[config.mk]
export PLATFORM = sky130hd
export DESIGN_NAME = fifo_unpack
export DESIGN_NICKNAME = d
export VERILOG_FILES = /design/src/rtl/fifo_unpack.sv
export SDC_FILE = /design/constraint.sdc
export NUM_CORES = 1
export LEC_CHECK = 0
export CAP_MARGIN = 20
export CORE_ASPECT_RATIO = 0.9
export CORE_UTILIZATION = 25
export DETAILED_ROUTE_END_ITERATION = 10
export PLACE_DENSITY = 0.46
export SLEW_MARGIN = 0
export SYNTH_ARGS = -nofsm -noshare
export SYNTH_HDL_FRONTEND = slang
export SYNTH_SLANG_ARGS = --single-unit
[constraint.sdc]
create_clock -name i_clk -period 2.2 [get_ports i_clk]
set_input_delay 0.44 -clock i_clk [delete_from_list [all_inputs] [get_ports i_clk]]
set_output_delay 0.44 -clock i_clk [all_outputs]
set_load 0.1 [all_outputs]
[src/rtl/fifo_unpack.sv]
// Drains a FIFO read port one IN_W word at a time and re-emits each word as
// N = IN_W/OUT_W OUT_W-bit chunks on a valid/ready stream, with no gap between words.
module fifo_unpack #(
  parameter  int IN_W      = 32,
  parameter  int OUT_W     = 8,
  parameter  int MSB_FIRST = 0,
  localparam int N         = IN_W / OUT_W,
  localparam int IDX_W     = (N > 1) ? $clog2(N) : 1
) (
  input  logic             i_clk,
  input  logic             i_rst,
  input  logic             i_cg,
  input  logic [IN_W-1:0]  i_rdata,
  input  logic             i_rvalid,
  output logic             o_rready,
  output logic [OUT_W-1:0] o_data,
  output logic             o_valid,
  input  logic             i_ready,
  output logic [IDX_W-1:0] o_idx,
  output logic             o_last,
  output logic             o_popped
);

  localparam logic [IDX_W-1:0] LAST_IDX = IDX_W'(N - 1);

  logic [IN_W-1:0]  word_q, word_d;
  logic [IDX_W-1:0] idx_q, idx_d, sel;
  logic             full_q, full_d;
  logic             take, done;

  assign o_valid  = full_q;
  assign o_idx    = idx_q;
  assign o_last   = (idx_q == LAST_IDX);
  assign take     = i_cg & full_q & i_ready;
  assign done     = take & o_last;
  // Combinational pop so the next word lands the same edge the last chunk leaves.
  assign o_rready = i_cg & (~full_q | done);
  assign o_popped = o_rready & i_rvalid;

  assign sel = (MSB_FIRST != 0) ? (LAST_IDX - idx_q) : idx_q;

  always_comb begin
    o_data = '0;
    for (int j = 0; j < N; j++) begin
      if (sel == IDX_W'(j)) o_data = word_q[j*OUT_W +: OUT_W];
    end
  end

  always_comb begin
    word_d = word_q;
    idx_d  = idx_q;
    full_d = full_q;
    if (o_popped) begin
      word_d = i_rdata;
      idx_d  = '0;
      full_d = 1'b1;
    end else if (done) begin
      idx_d  = '0;
      full_d = 1'b0;
    end else if (take) begin
      idx_d  = idx_q + 1'b1;
    end
  end

  always_ff @(posedge i_clk or posedge i_rst) begin
    if (i_rst) begin
      word_q <= '0;
      idx_q  <= '0;
      full_q <= 1'b0;
    end else begin
      word_q <= word_d;
      idx_q  <= idx_d;
      full_q <= full_d;
    end
  end

endmodule

==> flow_summary.ini, run 1 <==
[run_status]
outcome = finished, violations left
violations = negative setup slack

[drt]
drtIter0Drc = 31
vias = 1283
firstDrtPassIters = 4
wl_per_cell_um = 15.10
ant_nets = 0
detail_route.vias_per_cell = 4.455
drc = 0
drt_wl_total_um = 4348

[worst_setup_path]
path_cells = inv_4, ha_4, nor2b_4, a221oi_2, o31ai_4, buf_12
worstPathMaxFanout = 5
start_kind = flop
cp_num_buf_inv = 2
slowest_stage = dfrtp_4
critPathKind = flop to output port
arrival_ns = 1.86
cpPeakStageDelay_ns = 0.53
crit_family = flip-flops
required_ns = 1.76
worstSetupEndpointType = output port

[global_routing]
grt_pass1_vias = 1382
grt_busiest_layer = met2
grt_usage_pct = 13.57
grt_pass1_wl_um = 6996
globalRouteMet1Util_pct = 16.87
grtUsageMet3_pct = 3.723
gr-usage-met2_pct = 22.62
grt_overflow_total = 0
grt_antenna_before_repair = 0
grt_max_degree = 21

[timing]
hold-worst-slack_ns = 0.4882
setup_viol = 5
maxSlewViolCount = 0
fin_crit_sh_pct = 104.5
fmax_mhz = 434.9
relSlewSlack_pct = 77.50
rsz0062_at_grt = yes
post-route-min-period_ns = 2.300
setup_slack_ns = -0.09953
tightest_slew_ns = 0.3367
skew_ns = 0.008018
finalHoldViolations = 0

[synthesis]
synth_seq_cells = 35
synth_top_area_cell = dfrtp_1
synth_fp_nets = 175
ys_types = 21
yosysSeqAreaShare_pct = 52.01
yosys_warnings = 0
synthesis.area_um2 = 1684
avgSynthCellArea_um2 = 12.57
yosysTopAreaCellShare_pct = 52.01
synth_area_leaders = dfrtp_1, mux2_2, ha_1, a221oi_1, nand2_1
syn_inst = 134

[clock_tree]
cts_tree = built
cts.htree.levels = 2
cts.reportedPaths.clkPinSlew_ns = 0.07
cts_buffers = 5
clk_latency_ns = 0.29
clk_path_buf_depth = 2
clock-root-buffer = clkbuf_8
cts_sinks = 35
cts_hold_buf = 0

[floorplanning]
rows = 27
die-width_um = 88.52
coreArea_um2 = 6317
fp.dieArea_um2 = 7069
ios = 51
initial_core_util_pct = 26.66
dieHeight_um = 79.87

[place]
hpwl_um = 3074
numPortBuffers = 50
gp_congestion = 0.7414

[hold_path]
hold_class = primary input to asynchronous set/reset pin

[final_layout]
final_common_cell = clkdlybuf4s50_1
layout_common_cells = clkdlybuf4s50_1, dfrtp_1, mux2_2
drive_gt1_share_pct = 49.25
n_antenna_cell = 0
utilization_pct = 44.54
nets = 242
syn2layout_area_growth_pct = 67.09

[flow_run]
drv_cap = 0
[cells in the mapped netlist (all sizes together)]
master,instances
a21oi,6
nand4bb,1
buf,4
ha,4
a221oi,5
inv,6
o21ai,5
a22o,4
nor2b,6
mux2i,1
and2b,1
nor2,2
a21boi,1
nand3,2
nand2,11
mux2,32
dfrtp,35
o31ai,5
clkbuf,3
[cell families after synthesis]
family / Yosys count / synth area share (%)
buffers and inverters: 13 / 4.458
AOI/OAI and AO/OA: 26 / 11.29
muxes: 33 / 21.99
and+or+nand+nor: 23 / 7.281
adders and majority gates: 4 / 2.972
DFF: 35 / 52.01
[worst min-delay path: stages]
cell and delay, ns:
clkdlybuf4s50_1 0.39, inv_1 0.07, buf_4 0.24
[timing repair]
item                                    4_1_cts  5_1_grt
gates resized for setup                      19        3
endpoints found under the setup margin        9        8
endpoints found under the hold margin         0        0
setup buffers                                 6        1
pin swaps                                     9        1
[layer usage]
| layer | wire length, um | share of wire, % |
|---|---|---|
| met5 | 0 | 0 |
| met3 | 223 | 5.1 |
| met4 | 57 | 1.3 |
| met2 | 2092 | 48 |
| met1 | 1974 | 45 |
[flip-flops by register name (all words and copies together), names as in the netlist]
name and cells:
word_q 32, o_valid 1, o_idx 2
[final cells by class]
cell class	count	area (um^2)
clock buffer	6	82.58
inverter	6	27.53
multi-input combinational	86	923.4
sequential	35	883.3
clock inverter	1	5.005
timing repair buffer	67	783.3
fill	611	3503
tap	87	108.9
[per-stage QoR]
| step | instance area, um^2 | worst slack [ns] | std cells | setup TNS (ns) |
|---|---|---|---|---|
| detailed placement | 2549 | 0.08555 | 274 | 0 |
| global placement | 2549 | 0.1346 | 274 | 0 |
| CTS | 2799 | -0.1156 | 287 | -0.5220 |
| global route | 2814 | -0.2103 | 288 | -1.053 |
| finish | 2814 | -0.09953 | 288 | -0.4577 |
| floorplan | 1831 | -0.3670 | 134 | -1.835 |
[final timing paths]
kind,to,slack (ns),cells past startpoint,from
worst max-delay path,o_data[0],-0.1,6,o_idx[1]
worst min-delay path,word_q[8],0.49,3,i_rst
worst max register to register,word_q[2],0.39,5,o_idx[1]
worst min register to register,word_q[19],0.51,1,word_q[19]
max in group asynchronous,word_q[12],1.47,3,i_rst
min in group i_clk,word_q[19],0.51,1,word_q[19]
Power of run 1 is left out: the tool's default activity adds up to more than one toggle a clock period on the data nets, which glitch-free logic cannot reach.
==> inputs of run 2 (changes only) <==
Settings changed: CTS_CLUSTER_SIZE set to 40.
==> results of run 2 <==
Final layout, timing and power as in run 1 (identical DEF).
Power of run 2 is left out for the same reason.
